[src/rtl/fetch_redirect_unit_if.sv]
// Fetch-stage <-> IF/ID redirect unit signal bundle.
// The fetch side drives the instruction stream; the unit drives the ID slot and redirect buses.
interface fetch_redirect_unit_if;
  logic [15:0] instruction;
  logic [15:0] NPC;
  logic        flush;
  logic        cond_true;
  logic [15:0] instruction_id;
  logic [15:0] NPC_id;
  logic        valid_id;
  logic [1:0]  PCsrc;
  logic [15:0] J_TypeImmediate;
  logic [15:0] I_TypeImmediate;
  logic [15:0] ReturnAddress;
  logic        ras_overflow;
  logic        ras_underflow;

  modport master (
    output instruction, NPC, flush, cond_true,
    input  instruction_id, NPC_id, valid_id, PCsrc, J_TypeImmediate,
           I_TypeImmediate, ReturnAddress, ras_overflow, ras_underflow
  );

  modport slave (
    input  instruction, NPC, flush, cond_true,
    output instruction_id, NPC_id, valid_id, PCsrc, J_TypeImmediate,
           I_TypeImmediate, ReturnAddress, ras_overflow, ras_underflow
  );
endinterface

[src/rtl/fetch_redirect_unit.sv]
// IF/ID pipeline register with early jump/call/return/branch redirect
// and a circular return-address stack.
module fetch_redirect_unit #(
  parameter int unsigned RAS_DEPTH = 4,
  parameter logic [3:0]  OP_BR     = 4'h8,
  parameter logic [3:0]  OP_JMP    = 4'hA,
  parameter logic [3:0]  OP_CALL   = 4'hB,
  parameter logic [3:0]  OP_RET    = 4'hC,
  parameter logic [15:0] NOP       = 16'h0
) (
  input  logic                  clk,
  input  logic                  reset,
  fetch_redirect_unit_if.slave  bus
);

  localparam int unsigned XLEN  = 16;
  localparam int unsigned PTR_W = (RAS_DEPTH > 1) ? $clog2(RAS_DEPTH) : 1;
  localparam int unsigned CNT_W = PTR_W + 1;

  localparam logic [1:0] PC_SEQ = 2'b00;
  localparam logic [1:0] PC_J   = 2'b01;
  localparam logic [1:0] PC_I   = 2'b10;
  localparam logic [1:0] PC_RA  = 2'b11;

  // ID slot and RAS state
  logic [XLEN-1:0]  instr_q, instr_d;
  logic [XLEN-1:0]  npc_q, npc_d;
  logic             valid_q, valid_d;
  logic [PTR_W-1:0] ptr_q, ptr_d;
  logic [CNT_W-1:0] cnt_q, cnt_d;
  logic [XLEN-1:0]  ras_q [RAS_DEPTH];
  logic [XLEN-1:0]  ras_d [RAS_DEPTH];
  logic             ovf_q, ovf_d;
  logic             unf_q, unf_d;

  logic [3:0]       op_c;
  logic [1:0]       pcsrc_c;
  logic             push_c;
  logic             pop_c;
  logic             ret_empty_c;
  logic             ras_empty_c;
  logic             ras_full_c;
  logic [PTR_W-1:0] top_idx_c;
  logic [XLEN-1:0]  i_off_c;

  assign op_c        = instr_q[15:12];
  assign ras_empty_c = (cnt_q == '0);
  assign ras_full_c  = (cnt_q == CNT_W'(RAS_DEPTH));
  assign top_idx_c   = ptr_q - PTR_W'(1);
  assign i_off_c     = {{9{instr_q[5]}}, instr_q[5:0], 1'b0};

  // Redirect decode; a flushed or reset-cycle ID instruction is dead.
  always_comb begin
    pcsrc_c     = PC_SEQ;
    push_c      = 1'b0;
    pop_c       = 1'b0;
    ret_empty_c = 1'b0;
    if (!reset && valid_q && !bus.flush) begin
      if (op_c == OP_JMP) begin
        pcsrc_c = PC_J;
      end else if (op_c == OP_CALL) begin
        pcsrc_c = PC_J;
        push_c  = 1'b1;
      end else if (op_c == OP_BR) begin
        pcsrc_c = bus.cond_true ? PC_I : PC_SEQ;
      end else if (op_c == OP_RET) begin
        if (ras_empty_c) begin
          ret_empty_c = 1'b1;
        end else begin
          pcsrc_c = PC_RA;
          pop_c   = 1'b1;
        end
      end
    end
  end

  // Next ID slot: flush, then redirect squash, then normal load.
  always_comb begin
    instr_d = bus.instruction;
    npc_d   = bus.NPC;
    valid_d = 1'b1;
    if (bus.flush || (pcsrc_c != PC_SEQ)) begin
      instr_d = NOP;
      npc_d   = '0;
      valid_d = 1'b0;
    end
  end

  // Next RAS state; a push while full overwrites the oldest slot at ptr_q.
  always_comb begin
    ptr_d = ptr_q;
    cnt_d = cnt_q;
    ras_d = ras_q;
    ovf_d = 1'b0;
    unf_d = unf_q | ret_empty_c;
    if (push_c) begin
      ras_d[ptr_q] = npc_q;
      ptr_d        = ptr_q + PTR_W'(1);
      if (ras_full_c) begin
        ovf_d = 1'b1;
      end else begin
        cnt_d = cnt_q + CNT_W'(1);
      end
    end else if (pop_c) begin
      ptr_d = ptr_q - PTR_W'(1);
      cnt_d = cnt_q - CNT_W'(1);
    end
  end

  always_ff @(posedge clk) begin
    if (reset) begin
      instr_q <= NOP;
      npc_q   <= '0;
      valid_q <= 1'b0;
      ptr_q   <= '0;
      cnt_q   <= '0;
      ovf_q   <= 1'b0;
      unf_q   <= 1'b0;
      for (int i = 0; i < int'(RAS_DEPTH); i++) begin
        ras_q[i] <= '0;
      end
    end else begin
      instr_q <= instr_d;
      npc_q   <= npc_d;
      valid_q <= valid_d;
      ptr_q   <= ptr_d;
      cnt_q   <= cnt_d;
      ovf_q   <= ovf_d;
      unf_q   <= unf_d;
      ras_q   <= ras_d;
    end
  end

  assign bus.instruction_id  = instr_q;
  assign bus.NPC_id          = npc_q;
  assign bus.valid_id        = valid_q;
  assign bus.PCsrc           = pcsrc_c;
  assign bus.J_TypeImmediate = {npc_q[15:13], instr_q[11:0], 1'b0};
  assign bus.I_TypeImmediate = npc_q + i_off_c;
  assign bus.ReturnAddress   = ras_empty_c ? '0 : ras_q[top_idx_c];
  assign bus.ras_overflow    = ovf_q;
  assign bus.ras_underflow   = unf_q;

endmodule

[src/flat_wrapper.sv]
// flat-port wrapper written by rule: the top's interface ports become plain ports
module fetch_redirect_unit_flat 
#(
  parameter int unsigned RAS_DEPTH = 4,
  parameter logic [3:0]  OP_BR     = 4'h8,
  parameter logic [3:0]  OP_JMP    = 4'hA,
  parameter logic [3:0]  OP_CALL   = 4'hB,
  parameter logic [3:0]  OP_RET    = 4'hC,
  parameter logic [15:0] NOP       = 16'h0
)
  (clk, reset, bus_instruction, bus_NPC, bus_flush, bus_cond_true, bus_instruction_id, bus_NPC_id, bus_valid_id, bus_PCsrc, bus_J_TypeImmediate, bus_I_TypeImmediate, bus_ReturnAddress, bus_ras_overflow, bus_ras_underflow);
  fetch_redirect_unit_if bus_i ();
  input  logic clk;
  input  logic reset;
  input wire logic [$bits(bus_i.instruction)-1:0] bus_instruction;
  input wire logic [$bits(bus_i.NPC)-1:0] bus_NPC;
  input wire logic [$bits(bus_i.flush)-1:0] bus_flush;
  input wire logic [$bits(bus_i.cond_true)-1:0] bus_cond_true;
  output wire logic [$bits(bus_i.instruction_id)-1:0] bus_instruction_id;
  output wire logic [$bits(bus_i.NPC_id)-1:0] bus_NPC_id;
  output wire logic [$bits(bus_i.valid_id)-1:0] bus_valid_id;
  output wire logic [$bits(bus_i.PCsrc)-1:0] bus_PCsrc;
  output wire logic [$bits(bus_i.J_TypeImmediate)-1:0] bus_J_TypeImmediate;
  output wire logic [$bits(bus_i.I_TypeImmediate)-1:0] bus_I_TypeImmediate;
  output wire logic [$bits(bus_i.ReturnAddress)-1:0] bus_ReturnAddress;
  output wire logic [$bits(bus_i.ras_overflow)-1:0] bus_ras_overflow;
  output wire logic [$bits(bus_i.ras_underflow)-1:0] bus_ras_underflow;
  assign bus_i.instruction = bus_instruction;
  assign bus_i.NPC = bus_NPC;
  assign bus_i.flush = bus_flush;
  assign bus_i.cond_true = bus_cond_true;
  assign bus_instruction_id = bus_i.instruction_id;
  assign bus_NPC_id = bus_i.NPC_id;
  assign bus_valid_id = bus_i.valid_id;
  assign bus_PCsrc = bus_i.PCsrc;
  assign bus_J_TypeImmediate = bus_i.J_TypeImmediate;
  assign bus_I_TypeImmediate = bus_i.I_TypeImmediate;
  assign bus_ReturnAddress = bus_i.ReturnAddress;
  assign bus_ras_overflow = bus_i.ras_overflow;
  assign bus_ras_underflow = bus_i.ras_underflow;
  fetch_redirect_unit #(.RAS_DEPTH(RAS_DEPTH), .OP_BR(OP_BR), .OP_JMP(OP_JMP), .OP_CALL(OP_CALL), .OP_RET(OP_RET), .NOP(NOP)) u_core (.clk(clk), .reset(reset), .bus(bus_i));
endmodule
[config.mk]
export PLATFORM = sky130hd
export DESIGN_NAME = fetch_redirect_unit_flat
export DESIGN_NICKNAME = d
export VERILOG_FILES = /design/src/rtl/fetch_redirect_unit_if.sv /design/src/rtl/fetch_redirect_unit.sv /design/src/flat_wrapper.sv
export SDC_FILE = /design/constraint.sdc
export NUM_CORES = 1
export LEC_CHECK = 0
export CORE_MARGIN = 3
export CORE_UTILIZATION = 35
export DETAILED_ROUTE_END_ITERATION = 10
export PLACE_DENSITY = 0.62
export SYNTH_ARGS = -nofsm -noshare
export SYNTH_HDL_FRONTEND = slang
export SYNTH_SLANG_ARGS = --single-unit
[constraint.sdc]
create_clock -name clk -period 5.2 [get_ports clk]
set_clock_uncertainty 0.2 [all_clocks]
set_input_delay 1.04 -clock clk [delete_from_list [all_inputs] [get_ports clk]]
set_output_delay 1.04 -clock clk [all_outputs]
set_load 0.03 [all_outputs]
==> results of run 1 <==
-- state kept, by name, summed over array words and instances, names as in the netlist --
register	count
u_core.bus.valid_id	1
u_core.bus.ras_overflow	1
u_core.ptr_q	2
u_core.bus.NPC_id	16
u_core.bus.ras_underflow	1
u_core.bus.instruction_id	16
u_core.cnt_q	3
u_core.ras_q	64
-- where the power goes --
part           switching, mW  total [mW]  internal, mW
registers             0.0173       0.824         0.807
logic                  0.103       0.190        0.0871
clock network          0.296       0.744         0.447
-- final timing paths --
kind / from / end / slack, ns / cells past startpoint
setup / recovery: u_core.bus.NPC_id[1] / bus_I_TypeImmediate[13] / 0.61 / 8
hold / removal: u_core.ras_q[10] / u_core.ras_q[10] / 0.25 / 2
setup reg to reg: u_core.bus.instruction_id[13] / u_core.ras_q[28] / 2.16 / 5
hold reg to reg: u_core.ras_q[10] / u_core.ras_q[10] / 0.25 / 2
-- through the flow --
step	area [µm²]	power [mW]	hold WS, ns	worst slack (ns)
floorplan	4942	0.9495	0.2331	1.155
global placement	6093	1.032	0.2385	1.018
detailed placement	6093	1.033	0.2465	0.9785
CTS	6425	1.776	0.2558	0.6019
global route	6425	1.815	0.2728	0.4248
finish	6425	1.757	0.2535	0.6150
-- placed cells by master (no fill, tap or decap), drive strengths merged, types with 2 or more instances in the layout --
cell type	count
and2	50
fa	2
nor4	2
and3	2
bufinv	2
a21o	5
or3	3
buf	6
nor3	6
nand2b	2
xor2	3
o31ai	2
clkbuf	11
nor2b	2
clkdlybuf4s50	118
o21ai	9
mux4	16
nand2	109
a21oi	80
inv	7
a211oi	3
nand4	2
nor2	14
dfxtp	104
ha	18
clkinv	3
a41oi	2
xnor2	8
o21a	3
nand3	34
o211ai	2
-- metal layers --
metal / track usage (%) / vias to the layer above / wire, µm
met5: 0 / - / 0
met4: 6.760 / 0 / 264
met3: 4.117 / 14 / 842
met2: 29.39 / 124 / 6644
met1: 20.84 / 2028 / 5657
li1: - / 2078 / -
-- cell type report --
type	instances	area [µm²]	area share (%)
timing repair buffer	124	1224	19.05
sequential	104	2082	32.41
multi-input combinational	396	2541	39.55
clock buffer	11	252.7	3.934
inverter	7	26.28	0.4090
tap	176	220.2	3.427
clock inverter	5	78.83	1.227
-- worst reg2reg max path, stage by stage, from the launching register on --
cell and delay (ns):
dfxtp_1 0.42, nor2b_1 0.30, and3_1 0.90, nand2_1 0.74, nand2_1 0.25, a21oi_1 0.09
-- Yosys cell counts, types with 5 or more instances --
cell type	n
a21o_1	5
a21oi_1	80
and2_1	50
buf_2	12
buf_4	17
clkbuf_1	19
dfxtp_1	104
ha_1	18
inv_1	6
mux4_2	16
nand2_1	107
nand3_1	34
nor2_1	13
nor3_1	6
o21ai_0	6
xnor2_1	8
-- logic make-up after synthesis --
family,count (synthesis),share of synthesized area [%]
AND/OR/NAND/NOR,231,22.79
flip-flops,104,42.13
multiplexers,17,7.494
buffers and inverters,58,6.456
other,1,0.07588
XOR/XNOR,11,1.950
adder cells (fa/ha/maj),20,5.367
AO/OA/AOI/OAI,116,13.75
==> results.md, run 1 <==
- Status: finished, final reports clean
- Post-cts gate resize count: 0
- Cell Rows: 42
- CTS sink cnt: around 100
- Gate Count Post-Synth: about 560
- Clk Latency, worst-skew pair: around 0.35 ns
- Number of CTS-inserted buffers: 9
- Average routed wire per standard cell: 16.29 µm
- Period minus WS final: roughly 4.6 ns
- RSZ-0062 raised after global routing: false
- Largest net degree at the start of global routing: between 60 and 70
- Primary FF master, synth: dfxtp_1
- CTS tree: built
- Worst endpoint required time: between 3 and 4 ns
- Post-synthesis sequential area ratio: 42.13%
- First-pass GRT wire length: between 20000 and 25000 µm
- Max-slew violation count: 0
- Synth-to-layout area growth: 30.00%
- Syn Nets: roughly 610
- Max incr delay on CP: approximately 0.7 ns
- Synth unique cells: 52
- 1st-iter DRT viols: about 280
- Initial Utilization: 36.59%
- Vias: 4244
- Pre-Repair DR Iteration Count: 4
- Die extent in y: approximately 120 µm
- Synth top area cells: dfxtp_1 42%, nand2_1 8.1%, a21oi_1 8.1%, mux4_2 7.3%, and2_1 6.3%
- Width of the die: between 100 and 150 µm
- Worst-path maximum fanout: 6
- MaxCap Viol Count: 0
- Power Density: approximately 270 nW/µm²
- Critical Path Start Type: flip-flop
- Layout fillers: 1288
- Synthesis-stage register bit count: about 100
- Async SR Flop Fraction: 0%
- Endpoints failing hold: 0
- Worst vdd ir: 128.6 µV
- # setup viols final: 0
- LEAKAGE: about 2.3 nW
- Die area: between 15000 and 20000 µm²
- Inst Count DP: 807
- Boundary Pins: 121
- Final WL: 13410 µm
- Fmax: approximately 0.22 GHz
- Hpwl dp: slightly above 9000 µm
- Sum Neg Setup Slack: 0 ns
- Relative slew margins: 30.60%
- Antenna-violating nets left: 0
- Number of synthesized flops with an enable pin: 0
- WS Path Type: reg -> out
- Final cell count without fillers: roughly 820
- Crit end category: output port
- Clk slew on worst S/H paths: around 0.070 ns
- CP Cell Sequence: ha_1 -> fa_1 -> a21o_1 -> a221oi_1 -> o21bai_1 -> a41oi_1 -> xnor2_1 -> clkdlybuf4s50_1
- Setup Fix Bufs, Post-CTS: 0
- CORE AREA: 13510 µm²
- Initial antenna violation count: 0
- Drt drc: 0
- GR Overflow Total: 0
- Final-stage net count: between 600 and 700
- Crit-path slowest cell: clkdlybuf4s50_1
- Port buffer count: 119
- Top-area cell type share of the netlist area: between 40% and 50%
- Vias in the first global route: 4280
- Antenna Cells: 0
- Clock buffer depth: 2
- H-Tree Depth: 3
- Global Route Usage Sum: approximately 17%
- WP data arrival: between 3 and 4 ns
- Period utilisation layout: around 88%
- Vias/cell: 5.157
- Layout Utilization: 47.57%
- Crit-path leading delay family: compound AO/OA/AOI/OAI gates
- CTS Hold Bufs: 0
- Largest area contributor in the netlist: dfxtp_1
- Syn avg cell area: 8.857 µm²
- GP Congestion: slightly above 0.8
- Slew of the pin with the lowest slew margin: 1.041 ns
- CTS root buffer: clkbuf_16
- Mapped cell area: between 4000 and 5000 µm²
- Tightest Hold Check Type: reg -> reg
- Buffers and inverters on the worst path: 1
- Share of cells above drive strength 1: under 10%
- YS warnings: 0
No activity file was read; power rests on OpenSTA's default activity.
==> inputs of run 2 (changes only) <==
ABC_AREA = 1   (was not set)
CTS_CLUSTER_DIAMETER = 50   (was not set)
==> run 2 against run 1 <==
Compared with the run above:
- synthesized area is 3.8% higher
- via count increased by 8.6%
- register-to-register slack gained 0.71 ns
- hold slack worse by 0.00058 ns
- power fell by 2.6%
- sequential share of layout area is 0.38 points lower
- final cell count is 17% higher
- core utilization down 1.5 points
- clock power decreased by 7.3%
- fmax is 1.4% higher
- wire length is 2.5% higher
- critical path type unchanged
==> results.md, run 2 <==
- Status: finished, final reports clean
- P_int: roughly 1.3 mW
- Sum Neg Setup Slack: 0 ns
- LEAKAGE: ~2.6 nW
- GR Overflow Total: 0
- Vias: around 4600
- Drt drc: 0
- Post-synthesis sequential area ratio: roughly two fifths
- Antenna Cells: 0
- Final cell count without fillers: between 900 and 1000
- Adder-Cell Fraction of Synth Area: 5.168%
- Final-stage net count: between 800 and 900
- CTS sink cnt: between 100 and 150
- Sw frac: 24.47%
- Biggest register: u_core.ras_q
- Period utilisation layout: around 87%
- Worst vdd ir: between 200 and 250 µV
- Die area: around 16000 µm²
- Logic pwr share: a little under an eighth
- Synth-to-layout area growth: 26.67%
- Largest area contributor in the netlist: dfxtp_1
- CTS Hold Bufs: 0
- Hpwl dp: roughly 9500 µm
- Final WS setup: 0.6802 ns
- CORE AREA: 14100 µm²
- Commonest non-fill, non-tap cells in the layout: 131 x a21oi_1, 119 x clkdlybuf4s50_1, 104 x dfxtp_1
- Gate Count Post-Synth: between 700 and 800
- Post-cts gate resize count: 0
- Clk slew on worst S/H paths: about 0.070 ns
- Antenna-violating nets left: 0
- Most frequent cell after synthesis: a21oi_1
- First-pass GRT wire length: about 22000 µm
- Largest family of logic cells by synthesized area: compound AO/OA/AOI/OAI gates
- Number of CTS-inserted buffers: 9
- Clock network power share: about two fifths
- MaxCap Viol Count: 0
- Sequential fraction of design power: 48.1%
- Average routed wire per standard cell: ~14 µm
- Max-slew violation count: 0
- RSZ-0062 raised after global routing: false
- Synth top area cells: dfxtp_1 41%, a21oi_1 13%, inv_1 7.2%, nand2_1 6.7%, nand3_1 4.9%
- Setup Fix Bufs, Post-CTS: 0
- CTS root buffer: clkbuf_16
- Relative slew margins: 49.74%
- Initial antenna violation count: 0
- Die extent in y: 127.1 µm
- Port buffer count: 119
- Proportion of synthesized area in mux cells: 0%
- Period minus WS final: 4.520 ns
- Commonest cells in the netlist: 131 x a21oi_1, 104 x dfxtp_1, 98 x inv_1
- Async SR Flop Fraction: 0%
- WS Path Type: reg -> out
- Synth Area in XOR/XNOR: under 10%
- Cell Rows: 43
- Syn Nets: 757
- Switching pwr: between 400 and 500 µW
- CTS tree: built
- Number of synthesized flops with an enable pin: 0
- Inst Count DP: 949
- Worst endpoint required time: between 3 and 4 ns
- Primary FF master, synth: dfxtp_1
- Slew of the pin with the lowest slew margin: 0.7540 ns
- Post-place setup slack: 0.9904 ns
- Synth unique cells: 32
- Boundary Pins: 121
- Pre-Repair DR Iteration Count: 4
- Synth Area in Simple Gates: roughly 18%
- Initial Utilization: 36.41%
- Worst-path maximum fanout: 19
- Share of cells above drive strength 1: 3.567%
- Flip-flop count of the largest register after layout: 64
- Vias in the first global route: 4226
- Top-area cell type share of the netlist area: 40.57%
- Largest net degree at the start of global routing: 39
- H-Tree Depth: 3
- Post-synthesis compound-gate area fraction: between 20% and 30%
- 1st-iter DRT viols: 240
- YS warnings: 0
- Mapped cell area: a little over 5000 µm²
- Most common cell after layout, fill and taps aside: a21oi_1
- Final WL: between 10000 and 15000 µm
- Power Density: approximately 260 nW/µm²
- Critical Path Start Type: flip-flop
- Syn avg cell area: ~7.3 µm²
- Vias/cell: approximately 4.8
- Width of the die: between 100 and 150 µm
- # setup viols final: 0
- Fmax: ~0.22 GHz
- Endpoints failing hold: 0
- Crit end category: output port
- Clk Latency, worst-skew pair: 0.34 ns
- Tightest Hold Check Type: reg -> reg
- Synthesis-stage register bit count: about 100
- WP data arrival: approximately 3.3 ns
- Worst-case reg-to-reg path depth: 5
- Clock buffer depth: 2
- Hold Crit Depth: 2
- Global Route Usage Sum: roughly 17%
- GP Congestion: roughly 0.85
-- run 2: critical path: stages (launching register included) --
cell             delay, ns
dfxtp_1               0.37
inv_1                 0.08
ha_1                  0.75
inv_1                 0.49
a21oi_1               0.23
o21ai_0               0.10
a21oi_1               0.19
clkdlybuf4s50_1       0.73
-- run 2: worst paths after layout --
kind                                  startpoint                     to  slack, ns
worst max register to register   u_core.ptr_q[0]       u_core.ras_q[14]       2.87
worst min register to register  u_core.ras_q[16]       u_core.ras_q[16]       0.25
worst max-delay path             u_core.ptr_q[1]  bus_ReturnAddress[15]       0.68
worst min-delay path            u_core.ras_q[16]       u_core.ras_q[16]       0.25
-- run 2: stage by stage --
stage | power, mW | area, µm² | hold WS (ns) | util [%]
3_5_place_dp | 1.043 | 6200 | 0.2472 | 43.98
3_3_place_gp | 1.042 | 6200 | 0.2441 | 43.98
4_1_cts | 1.739 | 6501 | 0.2574 | 46.12
5_1_grt | 1.784 | 6501 | 0.2665 | 46.12
2_1_floorplan | 0.9548 | 5132 | 0.2293 | -
6_report | 1.712 | 6501 | 0.2530 | 46.12
-- run 2: cell families (layout without fill, tap and decap cells) --
kind of cell | Yosys count | count (layout)
other cells | 1 | 1
xor+xnor | 7 | 7
fa+ha+maj | 20 | 20
buf+inv | 155 | 239
compound gates | 210 | 210
simple gates | 204 | 204
flops | 104 | 104
-- run 2: layout make-up --
class	count	area, µm²
multi-input combinational	442	2292
sequential	104	2082
clock buffer	14	264.0
clock inverter	2	37.54
inverter	101	386.6
tap	180	225.2
timing repair buffer	122	1214
fill	1442	7595
-- run 2: power groups by stage --
| stage | Combinational (mW) | Clock [mW] | Sequential (mW) |
|---|---|---|---|
| final | 0.198 | 0.690 | 0.824 |
| after detailed placement | 0.200 | 0 | 0.842 |
| after global routing | 0.214 | 0.744 | 0.826 |
| after global placement | 0.199 | 0 | 0.843 |
| after CTS | 0.200 | 0.714 | 0.824 |
| after floorplan | 0.0985 | 0 | 0.856 |
-- run 2: per-layer routing --
metal	vias up	GRT usage (%)	routed length (µm)
met1	2052	23.01	6315
met2	116	27.68	6392
met3	9	5.017	911
li1	2432	-	-
met4	0	3.975	129
met5	-	0	0
==> inputs of run 3 (changes only) <==
CELL_PAD_IN_SITES_DETAIL_PLACEMENT = 1   (was not set)
CELL_PAD_IN_SITES_GLOBAL_PLACEMENT = 2   (was not set)
CORE_UTILIZATION = 30   (was 35)
PLACE_DENSITY = not set   (was 0.62)
PLACE_DENSITY_LB_ADDON = 0.25   (was not set)
==> run 3 against run 2 <==
Compared with the run above:
- register-to-register slack got worse by 0.20 ns
- sequential power about the same
- worst setup slack better by 0.28 ns
- non-clock buffer count up 1
- flip-flop and latch count unchanged
- critical endpoint is now bus_PCsrc[1]
- largest cell class unchanged
==> results.md, run 3 (same netlist as run 2, synthesis figures left out) <==
- Status: finished, final reports clean
- Clock network power share: roughly 38%
- Final WS setup: approximately 0.96 ns
- Switching pwr: approximately 440 µW
- Slew of the pin with the lowest slew margin: 0.8363 ns
- Met2 global-route usage: between 30% and 40%
- Met3 Use GR: roughly 5.0%
- Period utilisation layout: about four fifths
- Setup Fix Bufs, Post-CTS: 0
- Antenna-violating nets left: 0
- Cell Rows: between 40 and 50
- Average routed wire per standard cell: between 15 and 20 µm
- CTS sink cnt: ~100
- Logic pwr share: 12.2%
- CORE AREA: ~17000 µm²
- CP Cell Sequence: clkdlybuf4s50_1 -> inv_4 -> nand2_4 -> nor2_8 -> nand3_1 -> inv_1 -> clkdlybuf4s50_1
- Most frequent CP cell: clkdlybuf4s50_1
- Final WL: between 15000 and 20000 µm
- Total power: about 1.7 mW
- Grt met1 use: about a quarter
- Largest net degree at the start of global routing: 39
- Layout fillers: 2038
- Multi-input logic area: 2292 µm²
- WS Path Type: in -> out
- Crit-path slowest cell: clkdlybuf4s50_1
- Sequential fraction of design power: between 40% and 50%
- Crit-path leading delay family: buffers and inverters
- CTS tree: built
- WP data arrival: around 3.0 ns
- Power Density: around 250 nW/µm²
- Synth-to-layout area growth: 27.08%
- Hpwl dp: 11620 µm
- Worst vdd ir: ~240 µV
- Vias in the first global route: roughly 5200
- Die extent in y: around 140 µm
- H-Tree Depth: 3
- Die area: 18710 µm²
- Share of cells above drive strength 1: roughly 3.7%
- Buffers and inverters on the worst path: 4
- Max incr delay on CP: between 0.6 and 0.7 ns
- CTS root buffer: clkbuf_16
- Initial Utilization: 30.84%
- Sum Neg Setup Slack: 0 ns
- Biggest register: u_core.ras_q
- Drt drc: 0
- Boundary Pins: 121
- MaxCap Viol Count: 0
- Flip-flop count of the largest register after layout: 64
- Clk slew on worst S/H paths: roughly 0.06 ns
- Final-stage net count: approximately 840
- Initial antenna violation count: 0
- Endpoints failing hold: 0
- Max-slew violation count: 0
- Post-cts gate resize count: 0
- Vias: between 4000 and 5000
- Global Route Usage Sum: 18.73%
- 1st-iter DRT viols: around 180
- Fmax: approximately 0.24 GHz
- # setup viols final: 0
- Width of the die: approximately 140 µm
- Clock buffer depth: 2
- Register Area: between 2000 and 2500 µm²
- Relative slew margins: about 44%
- Number of CTS-inserted buffers: 9
- P_int: approximately 1.2 mW
- RSZ-0062 raised after global routing: false
- Port buffer count: about 120
- CTS Hold Bufs: 0
- Sw frac: 26.59%
- LEAKAGE: between 2 and 3 nW
- Worst-path maximum fanout: 38
- Tightest Hold Check Type: reg -> reg
- Critical Path Start Type: primary input
- Clk Latency, worst-skew pair: about 0.35 ns
- Vias/cell: approximately 5
- Period minus WS final: around 4.2 ns
- Commonest non-fill, non-tap cells in the layout: 131 x a21oi_1, 119 x clkdlybuf4s50_1, 104 x dfxtp_1
- Most common cell after layout, fill and taps aside: a21oi_1
- Busiest grt layer: met2
- GP Congestion: ~0.77
- Post-place setup slack: between 0.9 and 1 ns
- GR Overflow Total: 0
- Antenna Cells: 0
- Pre-Repair DR Iteration Count: 4
- Crit end category: output port
- First-pass GRT wire length: between 20000 and 30000 µm
- Worst endpoint required time: around 4 ns
[run 3: cell count changes in the layout (fill, tap and decap cells not counted)]
cell	change
clkinvlp_4	+1
clkinv_4	+2
clkbuf_8	-2
buf_4	+1
clkbuf_1	-1
bufinv_16	-1
[run 3: path summary, 6_finish.rpt]
kind                       to              from  slack (ns)  cells after the start
min reg2reg  u_core.ras_q[42]  u_core.ras_q[42]        0.26                      2
min          u_core.ras_q[42]  u_core.ras_q[42]        0.26                      2
max              bus_PCsrc[1]             reset        0.96                      7
max reg2reg   u_core.ras_q[9]   u_core.ptr_q[0]        2.67                      5
[run 3: layout make-up]
| cell class | count | area share (%) |
|---|---|---|
| well taps | 220 | 4.220 |
| flip-flops and latches | 104 | 31.92 |
| clock inverters | 4 | 0.4988 |
| repair buffers | 123 | 18.72 |
| inverters | 101 | 5.927 |
| clock buffers | 11 | 3.568 |
| multi-input cells | 442 | 35.14 |
[run 3: through the flow]
stage | utilization (%) | hold slack [ns] | cells | cell area (µm²)
3_3_place_gp | 37.60 | 0.2403 | 990 | 6257
6_report | 39.19 | 0.2559 | 1005 | 6523
5_1_grt | 39.19 | 0.2734 | 1005 | 6523
3_5_place_dp | 37.60 | 0.2480 | 990 | 6257
2_1_floorplan | - | 0.2293 | 701 | 5132
4_1_cts | 39.19 | 0.2578 | 1005 | 6523
[run 3: power by group through the flow]
stage | registers (mW) | clock network, mW | logic, mW
5_1_grt | 0.828 | 0.683 | 0.218
6_report | 0.826 | 0.630 | 0.202
3_5_place_dp | 0.845 | 0 | 0.203
4_1_cts | 0.826 | 0.651 | 0.204
2_1_floorplan | 0.856 | 0 | 0.0985
3_3_place_gp | 0.844 | 0 | 0.201
[run 3: worst register-to-register path: cells and delay by family (launching register included)]
family / cells / cell delay, ns
DFF: 1 / 0.33
buffers and inverters: 1 / 0.36
AOI/OAI and AO/OA: 1 / 0.07
and+or+nand+nor: 2 / 0.63
adders and majority gates: 1 / 0.79
[run 3: layer usage]
layer  share of wire, %  vias up
li1                   -     2424
met1                 46     2369
met2                 48      106
met3                5.3       10
met4                1.0        0
met5                  0        -
==> edit, RTL diff (settings of run 2) <==
`RAS_DEPTH` is set to 4 in 2 places; all go to 8.
--- a/src/rtl/fetch_redirect_unit.sv
+++ b/src/rtl/fetch_redirect_unit.sv
@@ -1,7 +1,7 @@
 // IF/ID pipeline register with early jump/call/return/branch redirect
 // and a circular return-address stack.
 module fetch_redirect_unit #(
-  parameter int unsigned RAS_DEPTH = 4,
+  parameter int unsigned RAS_DEPTH = 8,
   parameter logic [3:0]  OP_BR     = 4'h8,
   parameter logic [3:0]  OP_JMP    = 4'hA,
   parameter logic [3:0]  OP_CALL   = 4'hB,
--- a/src/flat_wrapper.sv
+++ b/src/flat_wrapper.sv
@@ -1,7 +1,7 @@
 // flat-port wrapper written by rule: the top's interface ports become plain ports
 module fetch_redirect_unit_flat 
 #(
-  parameter int unsigned RAS_DEPTH = 4,
+  parameter int unsigned RAS_DEPTH = 8,
   parameter logic [3:0]  OP_BR     = 4'h8,
   parameter logic [3:0]  OP_JMP    = 4'hA,
   parameter logic [3:0]  OP_CALL   = 4'hB,
Check against the original RTL: same outputs for any inputs over 10 cycles, from zero or initial values and one cycle with reset high; that may be too few to reach the edited logic, so the function may still have changed.
==> edit against run 2 <==
Non-clock buffer count grew 11; routed wire length grew 80%; power grew 69%; sequential cell count grew 66; synthesized cell count grew 69%; area after synthesis grew 59%; sequential power grew 61%; via count grew 68%; worst setup slack gained 90 ps; final area grew 55%; largest cell class unchanged.
==> edit: results <==
metrics = {
    "clock_tree": {
        "cts-resized-gates": 0,
        "cts_made_buffers": 17,
        "insertion_delay_ps": 430,
        "cts_htree_levels": 4,
        "cts-root-buf": "clkbuf_16",
        "cts.sinks": 170,
        "cts.clk_slew.worst_paths_ps": 70,
        "clk_path_buf_depth": 2,
        "post_cts_buffers": 0,
    },
    "worst_setup_path": {
        "cp_max_fo": 33,
        "max_stage_delay_ps": 460,
        "worstPathArrival_ps": 3190,
        "path_delay_family": "buffers and inverters",
        "cp_slowest_cell": "inv_1",
    },
    "global_route": {
        "grt_max_degree": 103,
        "antenna_found_initial": 0,
        "track_usage_pct": 20.1,
        "grt_pass1_vias": 7377,
        "grt_pass1_wl_mm": 39.6,
    },
    "cells_and_area": {
        "num-multi-input-gates": 860,
        "nNonClkInverters": 74,
        "fill_cells": 2368,
        "nClkBuffers": 20,
        "drive_above_1_share_pct": 6.70,
        "clk_share_pct": 6.17,
        "largest_reg_flops": 128,
        "fin_nets": 1312,
        "diodes": 1,
        "seqCellArea_mm2": 0.00340,
        "instances_no_fill": 1583,
        "n_all_buffers": 133,
        "multi_input_area_share_pct": 40.0,
        "largest-register": "u_core.ras_q",
        "nonClkBufAreaFrac_pct": 13.2,
        "seq_share_pct": 33.9,
    },
    "route": {
        "drt_pass1_iterations": 7,
        "drtIter0Drc": 555,
        "route.vias.total": 7759,
        "drt_wl_total_mm": 24.7,
        "postRouteAntennaNets": 0,
    },
    "synth": {
        "postSynthAreaPerCell_um2": 6.87,
        "yosysSeqAreaShare_pct": 41.8,
        "synth_area_leaders": "dfxtp_1 42%, nor2_1 17%, o21ai_0 11%, nand2_1 5.4%, nand3_1 4.2%",
        "syn_nets": 1241,
        "yosys-top-cells-count": "377 x nor2_1, 174 x o21ai_0, 170 x dfxtp_1",
        "synth-async-reset-ratio_pct": 0,
        "synth.distinct_cells": 35,
    },
    "placed_design": {
        "portBuffers": 119,
        "placed_area_mm2": 0.00942,
        "hpwl_mm": 15.8,
        "gp_congestion": 0.822,
        "dp_worst_setup_slack_ps": 1270,
    },
    "floorplan": {
        "die_w_um": 159,
    },
    "worst_hold_path": {
        "hp-class": "reg2reg",
    },
    "run_status": {
        "status": "complete, no violations",
    },
    "pwr": {
        "power_leakage_nw": 3.94,
        "vdd_drop_max_mv": 0.196,
    },
    "timing": {
        "slew_headroom_pct": 36.6,
    },
}
==> edit: cell count changes after synthesis, moves of 15 or more <==
cell,before,now
o21ai_1,28,0
nand3_1,50,69
inv_1,98,64
o21ai_0,47,174
clkbuf_1,17,34
a31oi_1,1,16
nor2_1,47,377
dfxtp_1,104,170
nand2_1,91,117
a21oi_1,131,50
==> edit: per-layer routing <==
metal | vias to the layer above | share of wire, % | wire length, µm | track usage (%)
met3 | 25 | 5.4 | 1340 | 3.81
met5 | - | 0 | 0 | 0
met2 | 200 | 49 | 12100 | 34.4
li1 | 3956 | - | - | -
met4 | 0 | 1.5 | 374 | 5.04
met1 | 3578 | 44 | 10900 | 26.1
==> edit: worst register-to-register path: stages, from the launching register on <==
cell and delay [ps]:
dfxtp_1 370, nand2_1 80, nor2_1 240, nand2_4 190, nor2_8 510, nand2_1 640, nand2_1 200, a21oi_1 80
==> edit: worst paths after layout <==
check / start / end / slack, ps / cells after the start
max: u_core.ptr_q[1] / bus_ReturnAddress[13] / 770 / 11
min reg2reg: u_core.ras_q[92] / u_core.ras_q[92] / 260 / 2
max reg2reg: u_core.bus.instruction_id[13] / u_core.ras_q[86] / 2550 / 7
min: u_core.ras_q[92] / u_core.ras_q[92] / 260 / 2
==> edit: logic make-up after synthesis <==
logic type / count (synthesis) / synth area share, %
other cells: 1 / 0.0461
simple gates: 584 / 29.4
flops: 170 / 41.8
compound gates: 245 / 15.5
buf+inv: 155 / 8.90
fa+ha+maj: 20 / 3.26
xor+xnor: 10 / 1.17
==> edit: report_power, final <==
part           leakage [nW]  switching [W]  internal (W)
sequential             1.37      0.0000199       0.00131
clock                 0.303       0.000550      0.000790
combinational          2.26       0.000132     0.0000937
total                  3.94       0.000702       0.00220
